$ cat src/rtl/game_pkg.sv
// rtl/game_pkg.sv - shared screen geometry, sequencer state enum and column-x helper
package game_pkg;
  localparam int RES_W    = 160;
  localparam int RES_H    = 120;
  localparam int COL_W    = 35;
  localparam int BORDER_W = 4;
  localparam int TILE_H   = RES_H / 6;
  localparam int NUM_COLS = 4;

  typedef enum logic [2:0] {
    S_IDLE,
    S_SPAWN,
    S_WAIT_TICK,
    S_SHIFT,
    S_WAIT_DONE,
    S_ADVANCE
  } state_t;

  // Left pixel of a column: 4/43/82/121, kept in 8-bit unsigned arithmetic.
  function automatic logic [7:0] column_x(input logic [1:0] col);
    logic [7:0] c8;
    c8 = {6'd0, col};
    return 8'(BORDER_W) + c8 * 8'(COL_W + BORDER_W);
  endfunction
endpackage

$ cat src/rtl/tile_sequencer_if.sv
// rtl/tile_sequencer_if.sv - control, key and renderer signals of the tile sequencer
interface tile_sequencer_if;
  logic       start;
  logic       pause;
  logic       key_valid;
  logic [1:0] key_col;
  logic       finished;
  logic       tileShiftEnable;
  logic [7:0] xStart;
  logic [6:0] yStart;
  logic [1:0] column;
  logic       hit;
  logic       miss;
  logic       timeout_err;
  logic       busy;

  modport master (
    input  start, pause, key_valid, key_col, finished,
    output tileShiftEnable, xStart, yStart, column, hit, miss, timeout_err, busy
  );

  modport slave (
    output start, pause, key_valid, key_col, finished,
    input  tileShiftEnable, xStart, yStart, column, hit, miss, timeout_err, busy
  );
endinterface

$ cat src/rtl/lfsr8.sv
// rtl/lfsr8.sv - 8-bit Fibonacci LFSR, taps 8,6,5,4, loads seed on reset
module lfsr8 (
  input  logic       clk,
  input  logic       rst_n,
  input  logic       enable,
  input  logic [7:0] seed,
  output logic [7:0] q
);
  always_ff @(posedge clk or negedge rst_n) begin
    if (!rst_n) begin
      q <= seed;
    end else if (enable) begin
      q <= {q[6:0], q[7] ^ q[5] ^ q[4] ^ q[3]};
    end
  end
endmodule

$ cat src/rtl/tile_sequencer.sv
// rtl/tile_sequencer.sv - paces tile scroll steps, drives the renderer and judges key hits
module tile_sequencer
  import game_pkg::*;
#(
  parameter int         STEP_DIV  = 833333,
  parameter int         TIMEOUT   = 1024,
  parameter int         HIT_LO    = 80,
  parameter logic [7:0] LFSR_SEED = 8'hA5
) (
  input logic               CLOCK_50,
  input logic               resetn,
  tile_sequencer_if.master  bus
);
  localparam int             TW        = $clog2(STEP_DIV + 1);
  localparam int             WW        = $clog2(TIMEOUT + 1);
  localparam logic [TW-1:0]  TICK_LAST = TW'(STEP_DIV - 1);
  localparam logic [WW-1:0]  WAIT_LAST = WW'(TIMEOUT - 1);
  localparam logic [WW-1:0]  WAIT_IGN  = WW'(2);
  localparam logic [6:0]     ROW_LAST  = 7'(RES_H - 1);
  localparam logic [6:0]     ROW_HIT   = 7'(HIT_LO);

  state_t        state;
  logic [TW-1:0] tick;
  logic [WW-1:0] wait_cnt;
  logic [7:0]    lfsr;
  logic [5:0]    lfsr_unused;
  logic          key_pend;
  logic [1:0]    key_lat;
  logic          key_now;
  logic [1:0]    key_c;
  logic          key_good;
  logic [1:0]    pick;

  lfsr8 u_lfsr (
    .clk    (CLOCK_50),
    .rst_n  (resetn),
    .enable (state == S_SPAWN),
    .seed   (LFSR_SEED),
    .q      (lfsr)
  );

  assign lfsr_unused = lfsr[7:2];

  // A key arriving this cycle overrides the latched one, so WAIT_TICK judges it at once.
  always_comb begin
    key_now  = bus.key_valid | key_pend;
    key_c    = bus.key_valid ? bus.key_col : key_lat;
    key_good = key_now && (key_c == bus.column) && (bus.yStart >= ROW_HIT);
    pick     = (lfsr[1:0] == bus.column) ? lfsr[1:0] + 2'd1 : lfsr[1:0];
  end

  always_ff @(posedge CLOCK_50 or negedge resetn) begin
    if (!resetn) begin
      state               <= S_IDLE;
      tick                <= '0;
      wait_cnt            <= '0;
      key_pend            <= 1'b0;
      key_lat             <= 2'd0;
      bus.tileShiftEnable <= 1'b0;
      bus.xStart          <= 8'd0;
      bus.yStart          <= 7'd0;
      bus.column          <= 2'd0;
      bus.hit             <= 1'b0;
      bus.miss            <= 1'b0;
      bus.timeout_err     <= 1'b0;
      bus.busy            <= 1'b0;
    end else begin
      bus.hit         <= 1'b0;
      bus.miss        <= 1'b0;
      bus.timeout_err <= 1'b0;
      if (bus.key_valid && state != S_IDLE) begin
        key_pend <= 1'b1;
        key_lat  <= bus.key_col;
      end
      case (state)
        S_IDLE: begin
          if (bus.start) begin
            bus.busy <= 1'b1;
            state    <= S_SPAWN;
          end
        end
        S_SPAWN: begin
          bus.column <= pick;
          bus.xStart <= column_x(pick);
          bus.yStart <= 7'd0;
          tick       <= '0;
          key_pend   <= 1'b0;
          state      <= S_WAIT_TICK;
        end
        S_WAIT_TICK: begin
          if (key_now) key_pend <= 1'b0;
          if (key_good) begin
            bus.hit <= 1'b1;
            state   <= S_SPAWN;
          end else begin
            if (key_now) bus.miss <= 1'b1;
            if (!bus.pause) begin
              if (tick == TICK_LAST) begin
                tick  <= '0;
                state <= S_SHIFT;
              end else begin
                tick <= tick + 1'b1;
              end
            end
          end
        end
        S_SHIFT: begin
          bus.tileShiftEnable <= 1'b1;
          wait_cnt            <= '0;
          state               <= S_WAIT_DONE;
        end
        S_WAIT_DONE: begin
          // finished may linger from the previous step, so the first two cycles ignore it
          if (wait_cnt >= WAIT_IGN && bus.finished) begin
            bus.tileShiftEnable <= 1'b0;
            state               <= S_ADVANCE;
          end else if (wait_cnt == WAIT_LAST) begin
            bus.timeout_err     <= 1'b1;
            bus.tileShiftEnable <= 1'b0;
            state               <= S_ADVANCE;
          end else begin
            wait_cnt <= wait_cnt + 1'b1;
          end
        end
        S_ADVANCE: begin
          if (bus.yStart == ROW_LAST) begin
            if (key_good) bus.hit <= 1'b1;
            else          bus.miss <= 1'b1;
            state <= S_SPAWN;
          end else begin
            bus.yStart <= bus.yStart + 7'd1;
            state      <= S_WAIT_TICK;
          end
        end
        default: state <= S_IDLE;
      endcase
    end
  end
endmodule
$ cat src/flat_wrapper.sv
// flat-port wrapper written by rule: the top's interface ports become plain ports
module tile_sequencer_flat import game_pkg::*;
#(
  parameter int         STEP_DIV  = 833333,
  parameter int         TIMEOUT   = 1024,
  parameter int         HIT_LO    = 80,
  parameter logic [7:0] LFSR_SEED = 8'hA5
)
  (CLOCK_50, resetn, bus_start, bus_pause, bus_key_valid, bus_key_col, bus_finished, bus_tileShiftEnable, bus_xStart, bus_yStart, bus_column, bus_hit, bus_miss, bus_timeout_err, bus_busy);
  tile_sequencer_if bus_i ();
  input logic CLOCK_50;
  input logic resetn;
  input wire logic [$bits(bus_i.start)-1:0] bus_start;
  input wire logic [$bits(bus_i.pause)-1:0] bus_pause;
  input wire logic [$bits(bus_i.key_valid)-1:0] bus_key_valid;
  input wire logic [$bits(bus_i.key_col)-1:0] bus_key_col;
  input wire logic [$bits(bus_i.finished)-1:0] bus_finished;
  output wire logic [$bits(bus_i.tileShiftEnable)-1:0] bus_tileShiftEnable;
  output wire logic [$bits(bus_i.xStart)-1:0] bus_xStart;
  output wire logic [$bits(bus_i.yStart)-1:0] bus_yStart;
  output wire logic [$bits(bus_i.column)-1:0] bus_column;
  output wire logic [$bits(bus_i.hit)-1:0] bus_hit;
  output wire logic [$bits(bus_i.miss)-1:0] bus_miss;
  output wire logic [$bits(bus_i.timeout_err)-1:0] bus_timeout_err;
  output wire logic [$bits(bus_i.busy)-1:0] bus_busy;
  assign bus_i.start = bus_start;
  assign bus_i.pause = bus_pause;
  assign bus_i.key_valid = bus_key_valid;
  assign bus_i.key_col = bus_key_col;
  assign bus_i.finished = bus_finished;
  assign bus_tileShiftEnable = bus_i.tileShiftEnable;
  assign bus_xStart = bus_i.xStart;
  assign bus_yStart = bus_i.yStart;
  assign bus_column = bus_i.column;
  assign bus_hit = bus_i.hit;
  assign bus_miss = bus_i.miss;
  assign bus_timeout_err = bus_i.timeout_err;
  assign bus_busy = bus_i.busy;
  tile_sequencer #(.STEP_DIV(STEP_DIV), .TIMEOUT(TIMEOUT), .HIT_LO(HIT_LO), .LFSR_SEED(LFSR_SEED)) u_core (.CLOCK_50(CLOCK_50), .resetn(resetn), .bus(bus_i));
endmodule
$ cat config.mk
export PLATFORM = sky130hd
export DESIGN_NAME = tile_sequencer_flat
export DESIGN_NICKNAME = d
export VERILOG_FILES = /design/src/rtl/game_pkg.sv /design/src/rtl/tile_sequencer_if.sv /design/src/rtl/lfsr8.sv /design/src/rtl/tile_sequencer.sv /design/src/flat_wrapper.sv
export SDC_FILE = /design/constraint.sdc
export NUM_CORES = 1
export LEC_CHECK = 0
export CAP_MARGIN = 20
export CELL_PAD_IN_SITES_DETAIL_PLACEMENT = 1
export CELL_PAD_IN_SITES_GLOBAL_PLACEMENT = 2
export CORE_MARGIN = 10
export CORE_UTILIZATION = 42
export CTS_BUF_LIST = sky130_fd_sc_hd__clkbuf_4
export CTS_CLUSTER_SIZE = 24
export DETAILED_ROUTE_END_ITERATION = 10
export DONT_BUFFER_PORTS = 1
export GPL_TIMING_DRIVEN = 0
export HOLD_SLACK_MARGIN = 0.03
export PLACE_DENSITY = 0.82
export SLEW_MARGIN = 0
export SYNTH_ARGS = -nofsm -noshare
export SYNTH_HDL_FRONTEND = slang
export SYNTH_SLANG_ARGS = --single-unit
$ cat constraint.sdc
create_clock -name CLOCK_50 -period 2.7 [get_ports CLOCK_50]
set_input_delay 0.405 -clock CLOCK_50 [delete_from_list [all_inputs] [get_ports CLOCK_50]]
set_output_delay 0.405 -clock CLOCK_50 [all_outputs]
set_load 0.005 [all_outputs]
Word level (Yosys, flattened, before mapping)
Index checks and enable logic that the tools add are counted.
{"block": "totals", "ff_bits": 67, "latchBits": 0, "ram_bits": 0, "mem_bits_ro": 0, "inputBits": 8, "out_inout_bits": 22, "elab_cells": 96, "memories": 0}
{"block": "classes", "n_addsub": 5, "mul": 1, "div_mod_pow": 0, "order_cmp": 2, "eq_ne": 19, "shift": 0, "n_mux": 36, "n_bitwise": 4, "n_reduce_logical": 15}
{"cell": "20-bit two-way mux", "n": 3}
{"cell": "20-bit case mux with 2 select lines", "n": 1}
{"cell": "11-bit two-way mux", "n": 2}
{"cell": "11-bit case mux with 2 select lines", "n": 1}
{"cell": "20-bit by 1-bit adder with 20-bit output (second input constant)", "n": 1}
{"cell": "20-bit equality test (second input constant)", "n": 1}
{"cell": "3-bit two-way mux", "n": 6}
{"cell": "3-bit case mux with 6 select lines", "n": 1}
{"cell": "7-bit case mux with 2 select lines", "n": 1}
{"cell": "1-bit two-way mux", "n": 13}
{"cell": "2-bit != test (second input constant)", "n": 6}
{"cell": "11-bit by 1-bit adder with 11-bit output (second input constant)", "n": 1}
{"cell": "11-bit by 10-bit equality test with 1-bit output (second input constant)", "n": 1}
{"cell": "11-bit by 2-bit >= comparator with 1-bit output (second input constant)", "n": 1}
{"cell": "3-bit by 8-bit adder with 8-bit output (first input constant)", "n": 1}
{"cell": "2-bit by 6-bit multiplier with 8-bit output (second input constant)", "n": 1}
{"cell": "1-bit case mux with 2 select lines", "n": 4}
{"cell": "7-bit by 1-bit adder with 7-bit output (second input constant)", "n": 1}
{"cell": "7-bit equality test (second input constant)", "n": 1}
{"cell": "7-bit >= comparator (second input constant)", "n": 1}
{"cell": "7-bit two-way mux", "n": 1}
{"cell": "3-bit by 2-bit equality test with 1-bit output (second input constant)", "n": 2}
{"cell": "3-bit equality test (second input constant)", "n": 2}
{"cell": "2-bit two-way mux", "n": 3}
{"cell": "14 further kinds", "n": 26}

Logic depth before layout (Yosys ltp)
Gate-level depths: netlist (run 1).
{"block": "logic_depth", "word_depth": 7, "depth_mapped": 9}

Worst setup path before layout (run 1)
No wires, ideal clock.
{"block": "synth_timing", "kind": "register -> register", "from": "register u_core.wait_cnt[0]", "to": "register u_core.wait_cnt[9]", "setup_time_ps": 77, "arrival_time_ps": 2012, "required_time_ps": 2623, "path_slack_ps": 610, "stages_incl_launch_ff": 8, "synth_period_minus_slack_ps": 2090, "path_cell_list": "dfrtp_1 -> inv_1 -> ha_1 -> nor4_1 -> a31oi_1 -> or4b_4 -> or3_1 -> a21oi_1"}
{"block": "synth_between", "elab_chain_len": 4, "word_cells_on_any_way": 10}
{"element": "from (decl)", "line": "tile_sequencer.sv:24", "source": "logic [WW-1:0] wait_cnt;"}
{"element": "from (signal assigned)", "line": "tile_sequencer.sv:122", "source": "wait_cnt <= wait_cnt + 1'b1;"}
{"element": "11-bit by 1-bit adder with 11-bit output / 11-bit by 2-bit >= comparator with 1-bit output (equally long branches)", "line": "tile_sequencer.sv:122, tile_sequencer.sv:114"}
{"element": "11-bit two-way mux / 1-bit logical AND (equally long branches)", "line": "tile_sequencer.sv:117, tile_sequencer.sv:114"}
{"element": "11-bit two-way mux / 2-bit != test (equally long branches)"}
{"element": "11-bit case mux with 2 select lines / 3-bit AND reduction (equally long branches)"}
Several ways; a longest one is shown, not always the timed one. The select of a mux whose other input is x is not followed.
A chain may end at the register's enable or synchronous reset.

Worst setup path in the final report (run 1)
{"block": "layout_timing", "from": "register u_core.state[0]", "to": "register u_core.tick[9]"}
{"block": "layout_between", "elab_chain_len": 3, "word_cells_on_any_way": 7}
{"element": "from (decl)", "line": "tile_sequencer.sv:22", "source": "state_t state;"}
{"element": "from (signal assigned)", "line": "tile_sequencer.sv:54", "source": "state <= S_IDLE;"}
{"element": "from (signal assigned)", "line": "tile_sequencer.sv:79", "source": "state <= S_SPAWN;"}
{"element": "from (signal assigned)", "line": "tile_sequencer.sv:88", "source": "state <= S_WAIT_TICK;"}
{"element": "3-bit by 2-bit equality test with 1-bit output / 3-bit by 1-bit equality test with 1-bit output (equally long branches)", "line": "tile_sequencer.sv:75", "source": "case (state)"}
{"element": "2-bit != test (no line) / 2-bit nonzero test (equally long branches)"}
{"element": "3-bit AND reduction (no line)"}
{"element": "to (signal assigned)", "line": "tile_sequencer.sv:102", "source": "tick <= tick + 1'b1;"}
{"element": "to (decl)", "line": "tile_sequencer.sv:23", "source": "logic [TW-1:0] tick;"}
Several ways; a longest one is shown, not always the timed one.

==> results of run 1 <==
Yosys cell counts, drive strengths merged, types with 3 or more instances:
cell type	instances	area (um2)
nand4	19	119
xnor2	7	61.3
ha	7	87.6
nand2	31	116
and2	5	32.5
nor2	17	63.8
and4	3	26.3
mux2	12	135
dfrtp	57	1430
buf	12	80.1
clkbuf	12	46.3
mux2i	20	200
o21ai	16	80.1
and3	9	57.6
a21oi	31	163
nor4	6	58.8
nor3	9	50.1
dfstp	4	105
a31oi	4	31.3
nand3b	6	45.0
nand3	17	85.1
or2	3	18.8
nand2b	3	18.8
o21a	3	22.5
or3	4	25.0
inv	16	60.1
a211oi	4	30.0
worst max-delay path: stages, from the launching register on:
cell,delay [ns]
dfrtp_1,0.49
nand2b_1,0.20
or2_2,0.27
clkbuf_1,0.19
a31oi_2,0.55
buf_2,0.36
a31oi_1,0.12
a21oi_1,0.16
power by group:
part	internal [W]	switching, W	leakage, nW
Clock	0.000189	0.000349	0.0610
Combinational	0.000524	0.000696	0.687
Sequential	0.00113	0.000192	0.795
state kept, by name, indices dropped and copies added (netlist names), 2 cells and up:
register           cells
u_core.tick           20
u_core.key_lat         2
u_core.bus.yStart      7
u_core.state           3
u_core.bus.xStart      3
u_core.u_lfsr.q        8
u_core.wait_cnt       11
kinds of logic (layout without fill, tap and decap cells):
kind of cell	count (synthesis)	in the layout	synth area share [%]
xor+xnor	9	9	2.30
other cells	1	1	0.109
simple gates	141	141	23.2
compound gates	67	67	11.9
fa+ha+maj	7	7	2.55
mux	32	32	9.78
buf+inv	40	58	5.44
flops	61	61	44.7
layer usage:
layer / vias up / global-route usage (%) / part of all wire (%)
met5: - / 0 / 0
li1: 1319 / - / -
met2: 30 / 24.7 / 48
met3: 13 / 3.89 / 4.1
met4: 0 / 5.23 / 1.5
met1: 1380 / 19.4 / 46
through the flow:
step                      worst slack, ns  hold slack, ns
final                               0.282           0.108
after global routing               0.0155          0.0873
after CTS                           0.238          0.0855
after detailed placement            0.274           0.111
after global placement              0.334           0.112
after floorplan                     0.610           0.109
layout by cell type (no fill, tap or decap), types with 2 or more instances in the layout:
master and count:
a211oi_1 4, a21o_1 2, a21oi_1 29, a21oi_2 2
a31oi_1 3, and2_1 4, and3_1 8, and4_1 3
buf_2 4, buf_4 6, clkbuf_1 11, clkbuf_4 10
clkinv_1 2, clkinv_2 3, dfrtp_1 57, dfstp_2 4
ha_1 7, inv_1 16, mux2_2 12, mux2i_1 20
nand2_1 31, nand2b_1 3, nand3_1 17, nand3b_1 6
nand4_1 19, nor2_1 17, nor3_1 8, nor4_1 4
o21a_1 3, o21ai_0 16, o22ai_1 2, or2_2 3
or3_1 4, or3b_2 2, or4_1 2, xnor2_1 7
xor2_1 2
worst min-delay path by stage:
| stage | start | end | depth (start not counted) |
|---|---|---|---|
| 6_report | bus_start | u_core.bus.busy$_DFFE_PN0P_ | 1 |
| 3_3_place_gp | resetn | u_core.wait_cnt[5]$_DFFE_PN0P_ | 0 |
| 3_5_place_dp | resetn | u_core.wait_cnt[5]$_DFFE_PN0P_ | 0 |
| 2_1_floorplan | resetn | u_core.bus.busy$_DFFE_PN0P_ | 0 |
| 5_1_grt | bus_start | u_core.bus.busy$_DFFE_PN0P_ | 1 |
| 4_1_cts | bus_start | u_core.bus.busy$_DFFE_PN0P_ | 1 |
layout make-up:
cell class | instances | area, um2
fill | 939 | 4150
multi-input combinational | 257 | 1710
sequential | 61 | 1530
tap | 102 | 128
buffer | 24 | 126
clock buffer | 10 | 75.1
inverter | 16 | 60.1
timing repair buffer | 2 | 37.5
clock inverter | 6 | 30.0
repair_timing:
item,CTS,global route
endpoints found under the setup margin,0,0
endpoints found under the hold margin,61,0
hold buffers,2,0
==> flow_metrics.py, run 1 <==
metrics = {
    "setup_path": {
        "end_kind": "flip-flop",
        "crit_path_max_fanout": 10,
        "endpoint": "u_core.tick[9]$_DFFE_PN0P_",
        "reg2reg_to": "u_core.tick[9]$_DFFE_PN0P_",
        "reg2regPathDepth": 7,
        "critPathLaunch": "u_core.state[0]$_DFFE_PN0P_",
        "required_ns": 3.04,
        "crit_path_start_kind": "flip-flop",
        "timing.reg2reg.setup_slack_ns": 0.28,
        "worstPathArrival_ns": 2.76,
        "crit_type": "flip-flop to flip-flop",
        "rr_startpoint": "u_core.state[0]$_DFFE_PN0P_",
    },
    "cts": {
        "post_cts_resized": 0,
        "cts.sinks": 61,
        "htreeDepth": 3,
        "cts_root_buffer": "clkbuf_4",
        "clockBufferDepth": 2,
        "clk-insertion-delay-late_ns": 0.42,
        "cts_buffers": 9,
        "cts.clk_slew.worst_paths_ns": 0.11,
        "cts_setup_buffers": 0,
        "cts_tree": "yes",
    },
    "global_route": {
        "gr-usage-all-layers_pct": 15.3,
        "grt_pass1_wl_um": 14700,
        "grt_pass1_vias": 2939,
        "overflow": 0,
        "grt_antenna_before_repair": 0,
        "grt_max_degree": 62,
    },
    "placed_design": {
        "hpwl_um": 6000,
        "placed_cell_area_um2": 3560,
        "placedCellCount": 460,
        "globalplace.congestion": 0.800,
        "portBuffers": 0,
    },
    "synth": {
        "ys.flop_type": "dfrtp_1",
        "synthesis.area_um2": 3430,
        "synthesis.nets": 373,
        "synth-edff-count": 0,
        "syn_avg_cell_area_um2": 9.58,
        "ys_seq_area_share_pct": 44.7,
        "synthCells": 358,
        "synth-seq-cells": 61,
        "synth.distinct_cells": 54,
        "yosysWarnings": 0,
        "async_flop_share_pct": 100,
    },
    "cells_and_area": {
        "drive_gt1_share_pct": 15.7,
        "fin_nets": 386,
        "final-instance-count-excl-fill": 478,
        "design_area_um2": 3700,
        "area_growth_syn_to_layout_pct": 7.88,
        "diodes": 0,
        "final_core_util_pct": 47.1,
    },
    "timing": {
        "fin_crit_sh_pct": 89.6,
        "hold_viol_final": 0,
        "finalCriticalPeriod_ns": 2.42,
        "setup_violations": 0,
        "tightest_slew_ns": 0.858,
        "skew_ns": 0.0180,
        "tns_ns": 0,
        "slew_headroom_pct": 42.2,
        "maxSlewViolCount": 0,
        "rsz0062_at_grt": "no",
        "fmax_mhz": 414,
    },
    "die": {
        "ios": 30,
        "initial_core_util_pct": 43.7,
        "fp.dieArea_um2": 12200,
        "rows": 32,
        "die_w_um": 110,
        "die_y_um": 110,
        "core_um2": 7850,
    },
    "drt": {
        "drtIter0Drc": 154,
        "ant_nets": 0,
        "vias": 2742,
        "drc": 0,
        "drt_wl_total_um": 8420,
        "wire_per_inst_um": 17.6,
        "via_per_inst": 5.74,
        "firstDrtPassIters": 4,
    },
    "flow_run": {
        "cap_violations": 0,
    },
    "power": {
        "ir_drop_v": 0.000456,
        "p_per_area_nw_per_um2": 832,
        "p_leak_nw": 1.54,
        "total_power_w": 0.00308,
    },
    "hold_path": {
        "hold_class": "input port to flip-flop",
    },
    "outcome": {
        "status": "complete, no violations",
    },
}
No activity file was read; power rests on OpenSTA's default activity.
==> run 2: changes to the inputs <==
==> constraint.sdc (replaced) <==
create_clock -name CLOCK_50 -period 2.7 [get_ports CLOCK_50]
set_input_delay 0.135 -clock CLOCK_50 [delete_from_list [all_inputs] [get_ports CLOCK_50]]
set_output_delay 0.135 -clock CLOCK_50 [all_outputs]
set_load 0.005 [all_outputs]
==> run 2 against run 1 <==
Non-clock buffer count is 7 higher. Clock skew fell by 0.0011 ns. Die area unchanged. Utilization is 0.89 points higher. Power increased by 1.2%. Sequential share of layout area shrank 0.77 points. Largest power group unchanged. Critical path type unchanged. First-iteration DRC count grew 2.6%. Setup slack got worse by 0.020 ns. Cell area grew 1.9%. Sequential power about the same.
==> flow_metrics.py, run 2 (same netlist as run 1, synthesis figures left out) <==
metrics = {
    "timing": {
        "whs_ns": 0.0522,
        "maxSlewViolCount": 0,
        "finalWorstSetupSlack_ns": 0.262,
        "tns_ns": 0,
        "skew_ns": 0.0168,
        "fmax_mhz": 410,
        "finalCriticalPeriod_ns": 2.44,
        "hold_viol_final": 0,
        "tightest_slew_ns": 0.862,
        "fin_crit_sh_pct": 90.3,
        "setup_violations": 0,
        "slew_headroom_pct": 41.9,
        "rsz0062_at_grt": "no",
    },
    "outcome": {
        "status": "complete, no violations",
    },
    "die": {
        "fp.dieArea_um2": 12200,
        "initial_core_util_pct": 43.7,
        "ios": 30,
        "rows": 32,
        "core_um2": 7850,
        "die_y_um": 110,
        "die_w_um": 110,
    },
    "cts": {
        "htreeDepth": 3,
        "cts_root_buffer": "clkbuf_4",
        "hold_buffers": 9,
        "clk-insertion-delay-late_ns": 0.41,
        "post_cts_resized": 0,
        "cts.clk_slew.worst_paths_ns": 0.11,
        "cts.sinks": 61,
        "cts_tree": "yes",
        "clockBufferDepth": 2,
        "cts_buffers": 9,
        "cts_setup_buffers": 0,
    },
    "setup_path": {
        "reg2reg_to": "u_core.tick[9]$_DFFE_PN0P_",
        "crit_path_max_fanout": 10,
        "reg2regPathDepth": 7,
        "worstPathArrival_ns": 2.77,
        "rr_startpoint": "u_core.state[0]$_DFFE_PN0P_",
        "crit_type": "flip-flop to flip-flop",
        "required_ns": 3.03,
        "crit_path_start_kind": "flip-flop",
        "end_kind": "flip-flop",
        "timing.reg2reg.setup_slack_ns": 0.26,
    },
    "power": {
        "ir_drop_v": 0.000513,
        "total_power_w": 0.00311,
        "p_per_area_nw_per_um2": 826,
        "p_leak_nw": 1.57,
    },
    "placed_design": {
        "dp_slack_ns": 0.274,
        "placed_cell_area_um2": 3560,
        "globalplace.congestion": 0.800,
        "portBuffers": 0,
        "hpwl_um": 6000,
    },
    "drt": {
        "vias": 2788,
        "firstDrtPassIters": 4,
        "ant_nets": 0,
        "drc": 0,
        "drtIter0Drc": 158,
        "via_per_inst": 5.75,
        "drt_wl_total_um": 8630,
        "wire_per_inst_um": 17.8,
    },
    "cells_and_area": {
        "diodes": 0,
        "n_fill_cell": 938,
        "fin_nets": 393,
        "largest_reg_flops": 20,
        "area_growth_syn_to_layout_pct": 9.93,
        "drive_gt1_share_pct": 15.4,
        "design_area_um2": 3770,
        "top_regs": "u_core.tick (20), u_core.wait_cnt (11), u_core.u_lfsr.q (8)",
        "final_cell_mix": "dfrtp_1, nand2_1, a21oi_1, mux2i_1, nand4_1",
        "final_common_cell": "dfrtp_1",
        "multi_input_area_um2": 1710,
        "largest_register": "u_core.tick",
        "regArea_um2": 1530,
    },
    "hold_path": {
        "min-delay-start": "bus_start",
        "worstHoldPathCells": 3,
        "holdPathEnd": "u_core.state[0]$_DFFE_PN0P_",
        "hold_class": "input port to flip-flop",
    },
    "global_route": {
        "grt_pass1_wl_um": 15100,
        "grt_antenna_before_repair": 0,
        "grt_max_degree": 62,
        "grt_pass1_vias": 2987,
        "gr-usage-all-layers_pct": 15.6,
        "overflow": 0,
    },
    "flow_run": {
        "cap_violations": 0,
    },
}
[run 2: cell count changes in the layout (fill, tap and decap cells not counted)]
cell,before,now
dlygate4sd3_1,1,8
[run 2: stage by stage]
| stage | instances | util (%) |
|---|---|---|
| detailed placement | 460 | 45.3 |
| global route | 485 | 48.0 |
| finish | 485 | 48.0 |
| floorplan | 358 | - |
| CTS | 485 | 48.0 |
| global placement | 460 | 45.3 |
[run 2: layout make-up]
type	instances	area share, %
well taps	102	3.39
inverters	16	1.59
repair buffers	9	2.86
clock inverters	6	0.797
clock buffers	10	1.99
multi-input cells	257	45.4
flip-flops and latches	61	40.6
plain buffers	24	3.35
[run 2: worst max path at each step]
stage                                        start                              to  slack, ns  depth (start not counted)
detailed placement     u_core.state[0]$_DFFE_PN0P_      u_core.tick[9]$_DFFE_PN0P_       0.27                          7
floorplan           u_core.wait_cnt[0]$_DFFE_PN0P_  u_core.wait_cnt[9]$_DFFE_PN0P_       0.61                          7
global placement       u_core.state[0]$_DFFE_PN0P_      u_core.tick[9]$_DFFE_PN0P_       0.33                          7
global route           u_core.state[0]$_DFFE_PN0P_      u_core.tick[9]$_DFFE_PN0P_       0.02                          7
finish                 u_core.state[0]$_DFFE_PN0P_      u_core.tick[9]$_DFFE_PN0P_       0.26                          7
CTS                    u_core.state[0]$_DFFE_PN0P_      u_core.tick[9]$_DFFE_PN0P_       0.24                          7
[run 2: power breakdown]
group / switching [W] / total [W] / internal (W)
clock: 0.000349 / 0.000538 / 0.000189
sequential: 0.000196 / 0.00132 / 0.00113
combinational: 0.000704 / 0.00125 / 0.000549
[run 2: critical path: stages (launching register included)]
cell and delay (ns):
dfrtp_1 0.49, nand2b_1 0.19, or2_2 0.27, clkbuf_1 0.19, a31oi_2 0.56, buf_2 0.37, a31oi_1 0.12, a21oi_1 0.16
[run 2: routing by layer]
metal | track usage, % | vias to the layer above | wire length, um
li1 | - | 1329 | -
met1 | 19.8 | 1416 | 3960
met2 | 25.7 | 36 | 4260
met3 | 3.66 | 7 | 326
met4 | 5.23 | 0 | 80
met5 | 0 | - | 0
==> run 3: changes to the inputs <==
Settings changed: ABC_AREA set to 1, CORE_UTILIZATION 42 to 38, PLACE_DENSITY 0.82 to unset, PLACE_DENSITY_LB_ADDON set to 0.25.
==> run 3 against run 2 <==
Register-to-register slack improved by 0.51 ns. Maximum frequency increased by 26%. Sequential cell count unchanged. Combinational power decreased by 85%. Critical path depth increased by 1.
==> flow_metrics.py, run 3 <==
metrics = {
    "synth": {
        "syn_avg_cell_area_um2": 7.27,
        "synth.distinct_cells": 34,
        "ys_seq_area_share_pct": 41.1,
        "synth-edff-count": 0,
        "synth.largest_area_cell": "dfrtp_1",
        "synthesis.nets": 528,
        "yosysWarnings": 0,
        "synthesis.area_um2": 3730,
        "synth-seq-cells": 61,
        "synthCells": 513,
        "ys.flop_type": "dfrtp_1",
        "synth_area_leaders": "dfrtp_1, nand2_1, nand3_1",
        "synth.most_common_cell": "nand2_1",
        "yosysTopAreaCellShare_pct": 38.3,
        "async_flop_share_pct": 100,
        "ys_top_cells_by_count": "nand2_1, dfrtp_1, nor2_1, nand3_1, inv_1",
    },
    "drt": {
        "ant_nets": 0,
        "firstDrtPassIters": 4,
        "wire_per_inst_um": 14.6,
        "drt_wl_total_um": 9790,
        "drc": 0,
        "vias": 3307,
        "via_per_inst": 4.94,
        "drtIter0Drc": 151,
    },
    "setup_path": {
        "end_kind": "flip-flop",
        "rr_startpoint": "u_core.wait_cnt[0]$_DFFE_PN0P_",
        "path_cells": "ha_1 > nand3_1 > nor2_2 > nand4_1 > nand3_2 > nand2_2 > nand2_1 > nand2_1",
        "reg2reg_to": "u_core.wait_cnt[7]$_DFFE_PN0P_",
        "crit_type": "flip-flop to flip-flop",
        "slowest_delay_ns": 0.50,
        "critPathBufInv": 0,
        "slowest_stage": "dfrtp_1",
        "critical-path-top-delay-family": "simple AND/OR/NAND/NOR gates",
        "crit_path_start_kind": "flip-flop",
        "crit_path_max_fanout": 10,
        "cpMostUsedCell": "nand2_1",
        "required_ns": 3.03,
        "worstPathArrival_ns": 2.26,
        "reg2regPathDepth": 8,
        "timing.reg2reg.setup_slack_ns": 0.77,
    },
    "placed_design": {
        "globalplace.congestion": 0.790,
        "placedCellCount": 646,
        "placed_cell_area_um2": 3890,
        "portBuffers": 0,
        "hpwl_um": 7060,
    },
    "global_route": {
        "overflow": 0,
        "grt_pass1_wl_um": 17000,
        "gr-usage-all-layers_pct": 14.5,
        "grt_antenna_before_repair": 0,
        "grt_max_degree": 62,
        "grt_pass1_vias": 3381,
    },
    "timing": {
        "finalCriticalPeriod_ns": 1.93,
        "fmax_mhz": 518,
        "tightest_slew_ns": 0.516,
        "maxSlewViolCount": 0,
        "setup_violations": 0,
        "tns_ns": 0,
        "slew_headroom_pct": 65.6,
        "hold_viol_final": 0,
        "rsz0062_at_grt": "no",
        "skew_ns": 0.0212,
        "fin_crit_sh_pct": 71.5,
    },
    "hold_path": {
        "hold_class": "input port to flip-flop",
        "worstHoldPathCells": 4,
        "holdPathEnd": "u_core.bus.miss$_DFF_PN0_",
        "min-delay-start": "bus_key_valid",
    },
    "cts": {
        "cts.sinks": 61,
        "cts_root_buffer": "clkbuf_4",
        "cts.clk_slew.worst_paths_ns": 0.13,
        "cts_buffers": 9,
        "cts_setup_buffers": 0,
        "post_cts_resized": 0,
        "htreeDepth": 3,
        "clk-insertion-delay-late_ns": 0.44,
        "clockBufferDepth": 2,
        "cts_tree": "yes",
    },
    "cells_and_area": {
        "fin_nets": 547,
        "largest_reg_flops": 20,
        "top_regs": "u_core.tick (20), u_core.wait_cnt (11), u_core.u_lfsr.q (8)",
        "final_cell_mix": "nand2_1, nor2_1, dfrtp_1, nand3_1, inv_1",
        "final_common_cell": "nand2_1",
        "area_growth_syn_to_layout_pct": 11.0,
        "design_area_um2": 4140,
        "drive_gt1_share_pct": 11.5,
        "final-instance-count-excl-fill": 670,
        "diodes": 0,
        "largest_register": "u_core.tick",
    },
    "die": {
        "core_um2": 9680,
        "initial_core_util_pct": 38.5,
        "die_w_um": 119,
        "ios": 30,
        "die_y_um": 119,
        "rows": 36,
        "fp.dieArea_um2": 14200,
    },
    "outcome": {
        "status": "complete, no violations",
    },
    "power": {
        "ir_drop_v": 0.000224,
        "p_per_area_nw_per_um2": 459,
        "p_leak_nw": 1.94,
    },
    "flow_run": {
        "cap_violations": 0,
    },
}
==> run 3: layout make-up <==
type	count	area (um2)
plain buffers	17	123
clock buffers	9	67.6
clock inverters	7	80.1
fillers	1243	5540
inverters	45	169
multi-input cells	390	1910
flip-flops and latches	61	1530
well taps	133	166
repair buffers	8	97.6
==> run 3: worst max path at each step <==
| stage | start | endpoint | cells after the start |
|---|---|---|---|
| after floorplan | u_core.tick[0]$_DFFE_PN0P_ | u_core.tick[8]$_DFFE_PN0P_ | 10 |
| after global placement | u_core.wait_cnt[0]$_DFFE_PN0P_ | u_core.wait_cnt[7]$_DFFE_PN0P_ | 8 |
| after detailed placement | u_core.wait_cnt[0]$_DFFE_PN0P_ | u_core.wait_cnt[0]$_DFFE_PN0P_ | 8 |
| after CTS | u_core.wait_cnt[0]$_DFFE_PN0P_ | u_core.wait_cnt[0]$_DFFE_PN0P_ | 8 |
| after global routing | u_core.wait_cnt[0]$_DFFE_PN0P_ | u_core.wait_cnt[10]$_DFFE_PN0P_ | 8 |
| final | u_core.wait_cnt[0]$_DFFE_PN0P_ | u_core.wait_cnt[7]$_DFFE_PN0P_ | 8 |
==> run 3: worst register-to-register path: stages, from the launching register on <==
cell and delay, ns:
dfrtp_1 0.50, ha_1 0.28, nand3_1 0.16, nor2_2 0.20
nand4_1 0.17, nand3_2 0.18, nand2_2 0.18, nand2_1 0.11
nand2_1 0.05
==> run 3: logic make-up (layout without fill, tap and decap cells) <==
group / count (synthesis) / in the layout / synth area share, %
other: 1 / 1 / 0.101
and+or+nand+nor: 328 / 328 / 38.7
xor gates and xnor gates: 19 / 19 / 4.46
adders and majority gates: 7 / 7 / 2.35
DFF: 61 / 61 / 41.1
AOI/OAI and AO/OA: 35 / 35 / 5.54
buffers and inverters: 62 / 86 / 7.82
==> run 3: metrics by stage <==
step	hold WS, ns	utilization (%)	setup slack (ns)	power (W)
final	0.0651	42.8	0.768	0.00190
after global routing	0.0999	42.8	0.528	0.00202
after CTS	0.0588	42.8	0.720	0.00193
after detailed placement	-0.159	40.2	0.724	0.00118
after global placement	-0.159	40.2	0.776	0.00117
after floorplan	-0.161	-	1.16	0.00113
==> run 3: per-layer routing <==
layer	vias up	global-route usage (%)	wire length, um
met5	-	0	0
met4	0	5.27	123
met3	9	2.65	185
met2	28	24.1	4710
met1	1595	18.5	4770
li1	1675	-	-
==> run 3: what timing repair did <==
action / 4_1_cts / 5_1_grt
hold buffers: 8 / 0
endpoints found under the setup margin: 0 / 0
endpoints found under the hold margin: 67 / 0
==> run 3: report_power, final <==
| part | switching, W | total (W) | internal, W |
|---|---|---|---|
| combinational | 0.000109 | 0.000186 | 0.0000772 |
| clock | 0.000415 | 0.000707 | 0.000292 |
| sequential | 0.0000563 | 0.00101 | 0.000950 |
